[src/rtl/channel_merge_rr.sv]
// K-input round-robin merge into a single registered output slot.
// Each input may hold priority for up to BURST consecutive grants before it rotates.
module channel_merge_rr #(
    parameter int K     = 4,
    parameter int N     = 8,
    parameter int BURST = 1,
    parameter int TAG   = 0,
    localparam int PW   = $clog2(K),
    localparam int W    = N + ((TAG != 0) ? PW : 0)
) (
    input  logic           clk,
    input  logic           reset,
    input  logic [K-1:0]   in_v,
    input  logic [K*N-1:0] in_d,
    output logic [K-1:0]   in_a,
    output logic           out_v,
    output logic [W-1:0]   out_d,
    input  logic           out_a
);

    logic [PW-1:0] ptr_reg, ptr_next;
    logic [7:0]    bcnt_reg, bcnt_next;
    logic          out_v_reg, out_v_next;
    logic [W-1:0]  out_d_reg, out_d_next;

    logic [K-1:0]  hi_mask;
    logic [K-1:0]  hi_req;
    logic [PW-1:0] win;
    logic [PW-1:0] win_inc;
    logic [N-1:0]  win_d;
    logic [W-1:0]  load_d;
    logic          slot_free;
    logic          grant;

    // Requests at or above the pointer take precedence; the rest cover the wrap.
    for (genvar gi = 0; gi < K; gi++) begin : g_mask
        assign hi_mask[gi] = (PW'(gi) >= ptr_reg);
        assign in_a[gi]    = grant && (win == PW'(gi));
    end

    assign hi_req = in_v & hi_mask;

    always_comb begin
        win = '0;
        for (int i = K - 1; i >= 0; i--) begin
            if (in_v[i]) win = PW'(i);
        end
        for (int i = K - 1; i >= 0; i--) begin
            if (hi_req[i]) win = PW'(i);
        end
    end

    assign win_inc   = (win == PW'(K - 1)) ? '0 : win + 1'b1;
    assign win_d     = in_d[win*N +: N];
    assign slot_free = ~out_v_reg | out_a;
    assign grant     = slot_free && (|in_v) && !reset;

    if (TAG != 0) begin : g_tag
        assign load_d = {win, win_d};
    end else begin : g_notag
        assign load_d = win_d;
    end

    always_comb begin
        ptr_next   = ptr_reg;
        bcnt_next  = bcnt_reg;
        out_v_next = out_v_reg;
        out_d_next = out_d_reg;
        if (grant) begin
            out_v_next = 1'b1;
            out_d_next = load_d;
            if (win == ptr_reg) begin
                if ({1'b0, bcnt_reg} + 9'd1 < 9'(BURST)) begin
                    bcnt_next = bcnt_reg + 8'd1;
                end else begin
                    ptr_next  = win_inc;
                    bcnt_next = '0;
                end
            end else if (BURST > 1) begin
                // The jump itself counts as the first grant of the new burst.
                ptr_next  = win;
                bcnt_next = 8'd1;
            end else begin
                ptr_next  = win_inc;
                bcnt_next = '0;
            end
        end else if (out_a) begin
            out_v_next = 1'b0;
        end
    end

    always_ff @(posedge clk or posedge reset) begin
        if (reset) begin
            ptr_reg   <= '0;
            bcnt_reg  <= '0;
            out_v_reg <= 1'b0;
            out_d_reg <= '0;
        end else begin
            ptr_reg   <= ptr_next;
            bcnt_reg  <= bcnt_next;
            out_v_reg <= out_v_next;
            out_d_reg <= out_d_next;
        end
    end

    assign out_v = out_v_reg;
    assign out_d = out_d_reg;

endmodule

[config.mk]
export PLATFORM = sky130hd
export DESIGN_NAME = channel_merge_rr
export DESIGN_NICKNAME = d
export VERILOG_FILES = /design/src/rtl/channel_merge_rr.sv
export SDC_FILE = /design/constraint.sdc
export NUM_CORES = 1
export LEC_CHECK = 0
export BUFFER_PORTS_ARGS = -buffer_cell sky130_fd_sc_hd__buf_4
export CAP_MARGIN = 20
export CORE_ASPECT_RATIO = 0.75
export CORE_MARGIN = 1.5
export CORE_UTILIZATION = 23
export CTS_CLUSTER_DIAMETER = 40
export DETAILED_ROUTE_END_ITERATION = 7
export GPL_TIMING_DRIVEN = 1
export SYNTH_ARGS = -nofsm -noshare
export SYNTH_HDL_FRONTEND = slang
export SYNTH_SLANG_ARGS = --single-unit
[constraint.sdc]
create_clock -name clk -period 2.21 [get_ports clk]
set_input_delay 0.3315 -clock clk [delete_from_list [all_inputs] [get_ports clk]]
set_output_delay 0.3315 -clock clk [all_outputs]
set_load 0.02 [all_outputs]
==> run summary, run 1 <==
### Outcome
- **outcome** finished clean

### Global routing
- **total gr overflow** 0
- **first-pass GRT wire length** 4600 um
- **initial antenna violation count** 0
- **vias in the first global route** 964
- **largest net degree at the start of global routing** 20
- **overall global routing resource usage** 10.3%

### Timing
- **worst slew slack as a fraction of its limit** 50.8%
- **largest clock skew in the final design** 5.50 ps
- **maximum frequency from static timing analysis** 470 MHz
- **unrepaired setup endpoints after global routing** yes
- **smallest setup slack after layout** 80.1 ps
- **Final Max Slew Viols** 0
- **setup-violating endpoint count in the final report** 0
- **worst-margin pin slew** 738 ps
- **number of hold violations in the final report** 0
- **crit share post-route** 96.4%
- **min Tclk post-route** 2130 ps

### Yosys
- **part of the Yosys area used for sequential elements** 39.6%
- **Yosys top cell area share** 39.6%
- **main combinational cell family by area after synthesis** simple AND/OR/NAND/NOR gates
- **leading register cell type out of synthesis** sky130_fd_sc_hd__dfrtp_1
- **fraction of synthesized area in multiplexers** 16.9%
- **adder and majority cell fraction of the synthesized area** 5.21%
- **synthesized-area fraction occupied by ao, oa, aoi and oai cells** 12.2%
- **number of synthesized register bits** 19
- **number of library cell types mapped by synthesis** 30
- **total nets after synthesis** 159
- **count of flip-flops with a built-in enable after synthesis** 0
- **average footprint of a synthesized cell** 10.4 um2
- **total number of yosys warnings** 0
- **gate count of the mapped netlist** 115
- **post-synthesis simple-gate area fraction** 20.5%
- **synth top area cells** sky130_fd_sc_hd__dfrtp_1 40%, sky130_fd_sc_hd__mux2i_1 15%, sky130_fd_sc_hd__and2_1 6.8%, sky130_fd_sc_hd__o221ai_1 5.8%, sky130_fd_sc_hd__ha_1 5.2%
- **list of most frequent post-synthesis cells** 19 x sky130_fd_sc_hd__dfrtp_1, 18 x sky130_fd_sc_hd__mux2i_1, 13 x sky130_fd_sc_hd__and2_1, 13 x sky130_fd_sc_hd__nand2_1, 8 x sky130_fd_sc_hd__o221ai_1
- **post-synthesis async set-or-reset flop share** 100%
- **post-synthesis cell type with the largest combined area** sky130_fd_sc_hd__dfrtp_1
- **cell area after technology mapping** 1200 um2
- **post-synthesis share of cell area spent on xor and xnor gates** 0%
- **library cell with the highest instance count after synthesis** sky130_fd_sc_hd__dfrtp_1

### Placed design
- **final estimated routing congestion in global placement** 0.743
- **HPWL after DPL** 2190 um
- **Placement Setup Slack** 151 ps
- **placed instance count** 222
- **count of buffers from port buffering** 51

### Die
- **effective utilization at floorplan** 24.2%
- **die extent in x** 86.4 um
- **I/O pin count** 52
- **area enclosed by the die boundary** 5670 um2
- **overall die height** 65.6 um
- **core area** 4950 um2
- **number of standard-cell rows in the floorplan** 22

### Setup path
- **Crit Path Max Fanout** 6
- **crit path max-delay cell type** sky130_fd_sc_hd__dfrtp_2
- **delay of the slowest cell on the worst path** 420 ps
- **Req. time, crit path** 1880 ps
- **CP Launch Type** flop
- **Worst setup EP type** output port
- **startpoint-to-endpoint class of the critical path** flop to output port
- **sequence of cells on the critical path** mux2i_2 > nor2_2 > nor3_4 > inv_2 > ha_1 > and2_1 > buf_4
- **Crit path arrival time** 1800 ps

### Finish
- **antenna fix cells** 0
- **share of post-route cells with drive strength above 1** 41.5%
- **Final Instance Count excl. Fillers** 231
- **# nets final** 216
- **number of fill cells** 505
- **layout overhead on the synthesized area** 43.3%

### Hold path
- **worst min path class** input port to async pin

### Clock tree
- **TritonCTS Sinks** 19
- **clock latency at the later pin of the worst-skew pair** 260 ps
- **clock slew at reported path FFs** 70 ps
- **cts bufs inserted** 3
- **Max Root-Sink Buffers** 2
- **clock tree from TritonCTS** yes
- **Clk Tree Root Cell** sky130_fd_sc_hd__clkbuf_8
- **number of H-tree levels** 1

### Pwr
- **Static Leakage** 0.878 nW
- **total power density per cell area** 895 nW/um2
- **Max IR drop VDD** 0.441 mV
- **power after layout** 0.00154 W

### Route
- **detailed-routing iteration count for the pre-antenna-repair pass** 4
- **total length of routed wires** 2950 um
- **post-route ant nets** 0
- **Via-to-Cell Ratio** 4.46
- **drt first-iter violations** 58
- **routed vias** 1030
- **average detailed-routed wire length per instance** 12.8 um
- **# DRC** 0

### Run
- **number of violations of the max-capacitance limit** 0

## final timing paths
check | startpoint | to | slack [ps] | depth (start not counted)
max in group asynchronous | reset | ptr_reg[0] | 1490 | 2
min in group clk | in_d[27] | out_d[3] | 370 | 3
hold / removal | reset | out_v | 210 | 2
setup reg to reg | bcnt_reg[0] | ptr_reg[0] | 340 | 5
hold reg to reg | bcnt_reg[7] | bcnt_reg[7] | 490 | 1
setup / recovery | ptr_reg[1] | in_a[2] | 80 | 7
## worst max-delay path: cells and delay by family, from the launching register on
kind                     cells  cell delay, ps
flip-flops                   1             420
AND/OR/NAND/NOR              3             450
multiplexers                 1             240
adder cells (fa/ha/maj)      1             190
buffers and inverters        2             230
## through the flow
step | hold WS (ps) | utilization (%) | instance area [um2] | TNS [ps]
floorplan | 283 | - | 1200 | 0
CTS | 239 | 33.7 | 1670 | 0
global route | 274 | 34.7 | 1720 | -58.5
global placement | 473 | 32.6 | 1610 | 0
detailed placement | 479 | 32.6 | 1610 | 0
finish | 212 | 34.7 | 1720 | 0
## power breakdown
| part | internal [W] | leakage [nW] | switching, W |
|---|---|---|---|
| logic | 0.000393 | 0.608 | 0.000394 |
| registers | 0.000439 | 0.244 | 0.0000732 |
| clock network | 0.000125 | 0.0255 | 0.000116 |
| total | 0.000958 | 0.878 | 0.000583 |
## what timing repair did
action	4_1_cts	5_1_grt
hold buffers	0	0
endpoints found under the setup margin	4	3
pin swaps	1	1
hold endpoints to repair	0	0
buffers inserted	0	5
gates resized for setup	2	4
## cells in the final DEF (no fill, tap or decap), types with 2 or more instances in the layout
master / instances
sky130_fd_sc_hd__and2_1: 13
sky130_fd_sc_hd__inv_1: 3
sky130_fd_sc_hd__a21oi_1: 5
sky130_fd_sc_hd__mux2_1: 2
sky130_fd_sc_hd__nor2_1: 3
sky130_fd_sc_hd__dfrtp_2: 2
sky130_fd_sc_hd__o221ai_1: 8
sky130_fd_sc_hd__nand2b_1: 2
sky130_fd_sc_hd__mux2i_1: 17
sky130_fd_sc_hd__ha_1: 5
sky130_fd_sc_hd__clkbuf_8: 3
sky130_fd_sc_hd__dfrtp_1: 17
sky130_fd_sc_hd__buf_4: 56
sky130_fd_sc_hd__nand2_1: 13
## kinds of logic (layout without fill, tap and decap cells)
kind of cell             Yosys count  in the layout
AO/OA/AOI/OAI                     19             19
buffers and inverters              9             65
flip-flops                        19             19
AND/OR/NAND/NOR                   43             43
multiplexers                      20             20
adder cells (fa/ha/maj)            5              5
## area by class of cell
class | count | area, um2 | share of cell area [%]
Multi-Input combinational cell | 87 | 674 | 39.2
Sequential cell | 19 | 478 | 27.8
Timing Repair Buffer | 57 | 433 | 25.1
Tap cell | 60 | 75.1 | 4.36
Clock buffer | 3 | 41.3 | 2.40
Inverter | 4 | 15.0 | 0.872
Clock inverter | 1 | 5.00 | 0.291
## metal layers
| metal | routed length (um) | GRT usage, % |
|---|---|---|
| met5 | 0 | 0 |
| met4 | 8 | 1.21 |
| met3 | 143 | 3.27 |
| met2 | 1360 | 15.2 |
| met1 | 1440 | 14.9 |
Power figures use the tool's default switching activity.
==> run 2: changes to the inputs <==
==> constraint.sdc (replaced) <==
create_clock -name clk -period 1.9 [get_ports clk]
set_input_delay 0.285 -clock clk [delete_from_list [all_inputs] [get_ports clk]]
set_output_delay 0.285 -clock clk [all_outputs]
set_load 0.02 [all_outputs]
==> run 2 against run 1 <==
Against the previous run:
- the run now ends with negative setup slack left
- clock-buffer cell count is 1 higher
- critical path depth is 2 higher
- die area stayed put
- design area is 11% higher
==> run summary, run 2 (synthesized netlist as in run 1, its figures left out) <==
### Setup path
- **length in cells of the worst reg-to-reg path** 7
- **Crit Path Max Fanout** 6
- **Req. time, crit path** 1620 ps
- **worst flop-to-flop path endpoint** ptr_reg[1]
- **critical register-to-register path startpoint** ptr_reg[1]
- **Worst setup EP type** output port
- **worst setup slack for register-to-register paths** -80 ps
- **Crit path arrival time** 1710 ps
- **startpoint-to-endpoint class of the critical path** flop to output port
- **CP Launch Type** flop

### Pwr
- **sequential power share** 28.3%
- **switching share of total power** 36.6%
- **Max IR drop VDD** 0.617 mV
- **Static Leakage** 0.957 nW
- **cell internal pwr** 0.00131 W
- **Clock power frac** 13.2%
- **combinational share of power** 58.5%
- **power after layout** 0.00207 W
- **total power density per cell area** 1080 nW/um2
- **switching power of the nets** 0.000756 W

### Global routing
- **overall global routing resource usage** 11.2%
- **first-pass GRT wire length** 4980 um
- **largest net degree at the start of global routing** 20
- **total gr overflow** 0
- **initial antenna violation count** 0
- **vias in the first global route** 1048

### Route
- **Via-to-Cell Ratio** 4.57
- **top layer used by detailed routing** met4
- **total met3 wirelength after detailed routing** 122 um
- **post-route ant nets** 0
- **# DRC** 0
- **drt first-iter violations** 21
- **average detailed-routed wire length per instance** 12.8 um
- **routed vias** 1101
- **total length of routed wires** 3080 um
- **detailed-routing iteration count for the pre-antenna-repair pass** 4
- **wire length on met2** 1440 um
- **sum of routed wire segments on met1** 1510 um

### Placed design
- **HPWL after DPL** 2210 um
- **area of placed instances** 1640 um2
- **final estimated routing congestion in global placement** 0.708
- **count of buffers from port buffering** 51

### Timing
- **crit share post-route** 105%
- **number of hold violations in the final report** 0
- **smallest setup slack after layout** -94.5 ps
- **Final Max Slew Viols** 0
- **unrepaired setup endpoints after global routing** yes
- **worst hold slack after final layout** 165 ps
- **min Tclk post-route** 1990 ps
- **setup-violating endpoint count in the final report** 6
- **worst-margin pin slew** 710 ps
- **worst slew slack as a fraction of its limit** 52.6%
- **largest clock skew in the final design** 1.51 ps
- **sum of negative setup slack** -490 ps
- **maximum frequency from static timing analysis** 501 MHz

### Run
- **number of violations of the max-capacitance limit** 0

### Finish
- **# nets final** 226
- **layout overhead on the synthesized area** 59.8%
- **final std cell area, no fill** 1920 um2
- **share of post-route cells with drive strength above 1** 53.0%
- **antenna fix cells** 0
- **commonest cells after routing, fill and taps aside** 58 x sky130_fd_sc_hd__buf_4, 18 x sky130_fd_sc_hd__mux2i_1, 18 x sky130_fd_sc_hd__dfrtp_1
- **leading cell type in the layout, fill and taps excluded** sky130_fd_sc_hd__buf_4
- **final standard cell utilization of the core** 38.7%

### Die
- **effective utilization at floorplan** 24.2%
- **number of standard-cell rows in the floorplan** 22
- **overall die height** 65.6 um
- **die extent in x** 86.4 um
- **core area** 4950 um2
- **area enclosed by the die boundary** 5670 um2
- **I/O pin count** 52

### Clock tree
- **CTS Hold Buffers Added** 0
- **clock latency at the later pin of the worst-skew pair** 250 ps
- **Max Root-Sink Buffers** 2
- **TritonCTS Sinks** 19
- **clock slew at reported path FFs** 70 ps
- **cts bufs inserted** 3
- **Clk Tree Root Cell** sky130_fd_sc_hd__clkbuf_8
- **number of H-tree levels** 1
- **clock tree from TritonCTS** yes

### Outcome
- **outcome** finished, violations left
- **violations in the final reports** negative setup slack

### Hold path
- **worst min path class** input port to async pin

[run 2: metal layers]
layer / up-vias / track usage (%)
met5: - / 0
met4: 0 / 1.81
met3: 2 / 3.14
met2: 22 / 16.4
met1: 532 / 16.3
li1: 545 / -
[run 2: through the flow]
stage / std cells / setup WS (ps)
2_1_floorplan: 115 / 77.1
3_5_place_dp: 226 / -27.2
4_1_cts: 239 / -84.0
5_1_grt: 241 / -212
6_report: 241 / -94.5
3_3_place_gp: 226 / 18.3
[run 2: power groups by stage]
stage	clock network (W)	logic (W)	registers [W]
floorplan	0	0.000511	0.000670
global placement	0	0.000846	0.000595
detailed placement	0	0.000844	0.000597
CTS	0.000285	0.00109	0.000586
global route	0.000305	0.00133	0.000603
finish	0.000273	0.00121	0.000586
[run 2: area by class of cell]
class                      instances  area, um2
fill                             504       3040
multi-input combinational         87        757
timing repair buffer              67        546
sequential                        19        477
tap                               60       75.1
clock buffer                       4       45.0
inverter                           4       20.0
[run 2: critical path, stage by stage, from the launching register on]
cell and delay (ps):
sky130_fd_sc_hd__dfrtp_2 460, sky130_fd_sc_hd__buf_6 140, sky130_fd_sc_hd__nand2_4 50, sky130_fd_sc_hd__nor2_2 30, sky130_fd_sc_hd__nor3_2 160, sky130_fd_sc_hd__buf_4 170, sky130_fd_sc_hd__inv_6 50, sky130_fd_sc_hd__ha_4 150
sky130_fd_sc_hd__and2_4 130, sky130_fd_sc_hd__buf_6 120
[run 2: worst max-delay path by stage]
stage	from	end	slack, ps	depth (start not counted)
finish	ptr_reg[1]	in_a[2]	-90	9
global route	ptr_reg[1]	in_a[2]	-210	9
CTS	ptr_reg[1]	in_a[2]	-80	8
detailed placement	ptr_reg[1]	in_a[2]	-30	7
global placement	ptr_reg[1]	in_a[2]	20	7
floorplan	ptr_reg[1]	in_a[3]	80	9
[run 2: repair_timing]
action                                  CTS  global route
buffers inserted                          9             2
endpoints found under the setup margin    4            14
pin swaps                                 6             3
resized for setup                        24            13
gates cloned                              0             0
==> run 3: changes to the inputs <==
--- a/config.mk
+++ b/config.mk
@@ -5,7 +5,7 @@
 export SDC_FILE = /design/constraint.sdc
 export NUM_CORES = 1
 export LEC_CHECK = 0
-export BUFFER_PORTS_ARGS = -buffer_cell sky130_fd_sc_hd__buf_4
+export BUFFER_PORTS_ARGS = -buffer_cell sky130_fd_sc_hd__buf_2
 export CAP_MARGIN = 20
 export CORE_ASPECT_RATIO = 0.75
 export CORE_MARGIN = 1.5
==> run 3 against run 2 <==
Against the previous run:
- the run still ends with negative setup slack left
- sequential power down 1%
- maximum frequency down 0.86%
- wire length down 1.7%
- hold slack about the same
- first-iteration DRC count rose to 2.7 times the previous value
- via count up 0.18%
- critical endpoint unchanged
- highest routed layer is now met3
==> run summary, run 3 (synthesized netlist as in run 1, its figures left out) <==
### Route
- **drt first-iter violations** 56
- **post-route ant nets** 0
- **routed vias** 1103
- **total length of routed wires** 3020 um
- **detailed-routing iteration count for the pre-antenna-repair pass** 4
- **Via-to-Cell Ratio** 4.58
- **# DRC** 0
- **average detailed-routed wire length per instance** 12.5 um

### Run
- **number of violations of the max-capacitance limit** 0

### Timing
- **worst-margin pin slew** 716 ps
- **worst slew slack as a fraction of its limit** 52.2%
- **crit share post-route** 106%
- **number of hold violations in the final report** 0
- **largest clock skew in the final design** 2.00 ps
- **maximum frequency from static timing analysis** 497 MHz
- **unrepaired setup endpoints after global routing** yes
- **smallest setup slack after layout** -112 ps
- **min Tclk post-route** 2010 ps
- **setup-violating endpoint count in the final report** 4
- **Final Max Slew Viols** 0

### Setup path
- **Crit Path Max Fanout** 6
- **Req. time, crit path** 1620 ps
- **CP Launch Type** flop
- **startpoint-to-endpoint class of the critical path** flop to output port
- **Worst setup EP type** output port
- **Crit path arrival time** 1730 ps

### Global routing
- **initial antenna violation count** 0
- **first-pass GRT wire length** 4700 um
- **vias in the first global route** 1035
- **total gr overflow** 0
- **largest net degree at the start of global routing** 20
- **overall global routing resource usage** 10.3%

### Pwr
- **Static Leakage** 0.914 nW
- **combinational share of power** 55.9%
- **switching share of total power** 38.1%
- **sequential power share** 29.9%
- **total power density per cell area** 1100 nW/um2
- **switching power of the nets** 0.000740 W
- **power after layout** 0.00194 W
- **cell internal pwr** 0.00120 W
- **Max IR drop VDD** 0.578 mV
- **Clock power frac** 14.3%

### Placed design
- **Placement Setup Slack** -36.0 ps
- **final estimated routing congestion in global placement** 0.679
- **HPWL after DPL** 2200 um
- **count of buffers from port buffering** 51

### Clock tree
- **clock slew at reported path FFs** 70 ps
- **Max Root-Sink Buffers** 2
- **clock tree from TritonCTS** yes
- **TritonCTS Sinks** 19
- **Clk Tree Root Cell** sky130_fd_sc_hd__clkbuf_8
- **number of H-tree levels** 1
- **CTS Hold Buffers Added** 0
- **cts bufs inserted** 3
- **clock latency at the later pin of the worst-skew pair** 250 ps

### Finish
- **share of post-route cells with drive strength above 1** 52.5%
- **commonest cells after routing, fill and taps aside** 47 x sky130_fd_sc_hd__buf_2, 18 x sky130_fd_sc_hd__mux2i_1, 18 x sky130_fd_sc_hd__dfrtp_1
- **# nets final** 226
- **antenna fix cells** 0
- **leading cell type in the layout, fill and taps excluded** sky130_fd_sc_hd__buf_2
- **layout overhead on the synthesized area** 47.3%
- **final standard cell utilization of the core** 35.7%

### Die
- **number of standard-cell rows in the floorplan** 22
- **core area** 4950 um2
- **I/O pin count** 52
- **die extent in x** 86.4 um
- **overall die height** 65.6 um
- **effective utilization at floorplan** 24.2%
- **area enclosed by the die boundary** 5670 um2

### Outcome
- **violations in the final reports** negative setup slack
- **outcome** finished, violations left

### Hold path
- **worst min path class** input port to async pin

-- run 3: cell count changes in the layout (fill, tap and decap cells not counted), sizes merged --
| cell | change |
|---|---|
| clkbuf | -1 |
| clkinv | +1 |
-- run 3: metal layers --
metal  GRT usage, %  part of all wire (%)
met4          0.605                     0
met5              0                     0
met2           16.0                    47
met1           14.7                    49
met3           2.89                   4.0
-- run 3: final timing paths --
| kind | to | cells after the start | startpoint | slack (ps) |
|---|---|---|---|---|
| worst min-delay path | bcnt_reg[5] | 2 | reset | 160 |
| min in group clk | out_d[3] | 3 | in_d[27] | 330 |
| worst max register to register | ptr_reg[1] | 6 | ptr_reg[1] | 0 |
| worst min register to register | out_d[2] | 2 | out_d[2] | 480 |
| worst max-delay path | in_a[2] | 9 | ptr_reg[1] | -110 |
| max in group asynchronous | ptr_reg[1] | 2 | reset | 1240 |
-- run 3: power groups by stage --
stage	clock (W)	sequential, W	combinational (W)
finish	0.000277	0.000580	0.00109
detailed placement	0	0.000589	0.000773
global route	0.000312	0.000594	0.00118
CTS	0.000291	0.000580	0.000960
floorplan	0	0.000670	0.000511
global placement	0	0.000593	0.000762
-- run 3: layout make-up --
cell class | count | area, um2
timing repair buffer | 67 | 412
inverter | 4 | 17.5
sequential | 19 | 477
multi-input combinational | 87 | 742
tap | 60 | 75.1
fill | 519 | 3190
clock inverter | 1 | 5.00
clock buffer | 3 | 41.3
-- run 3: worst max-delay path, stage by stage (launching register included) --
cell and delay (ps):
sky130_fd_sc_hd__dfrtp_2 460, sky130_fd_sc_hd__buf_6 140, sky130_fd_sc_hd__nand2_4 50, sky130_fd_sc_hd__nor2_2 40, sky130_fd_sc_hd__nor3_2 180, sky130_fd_sc_hd__buf_4 170
sky130_fd_sc_hd__inv_4 50, sky130_fd_sc_hd__ha_4 140, sky130_fd_sc_hd__and2_4 130, sky130_fd_sc_hd__buf_6 120
-- run 3: timing repair --
item | 4_1_cts | 5_1_grt
resized for setup | 21 | 12
pin swaps | 5 | 5
setup endpoints to repair | 4 | 14
buffers inserted | 7 | 5
-- run 3: stage by stage --
stage | TNS, ps | hold WS [ps] | cells | cell area (um2)
after floorplan | 0 | 236 | 115 | 1200
after global placement | 0 | 466 | 226 | 1520
after detailed placement | -56.9 | 468 | 226 | 1520
after CTS | -382 | 195 | 237 | 1690
after global routing | -945 | 248 | 241 | 1770
final | -353 | 165 | 241 | 1770
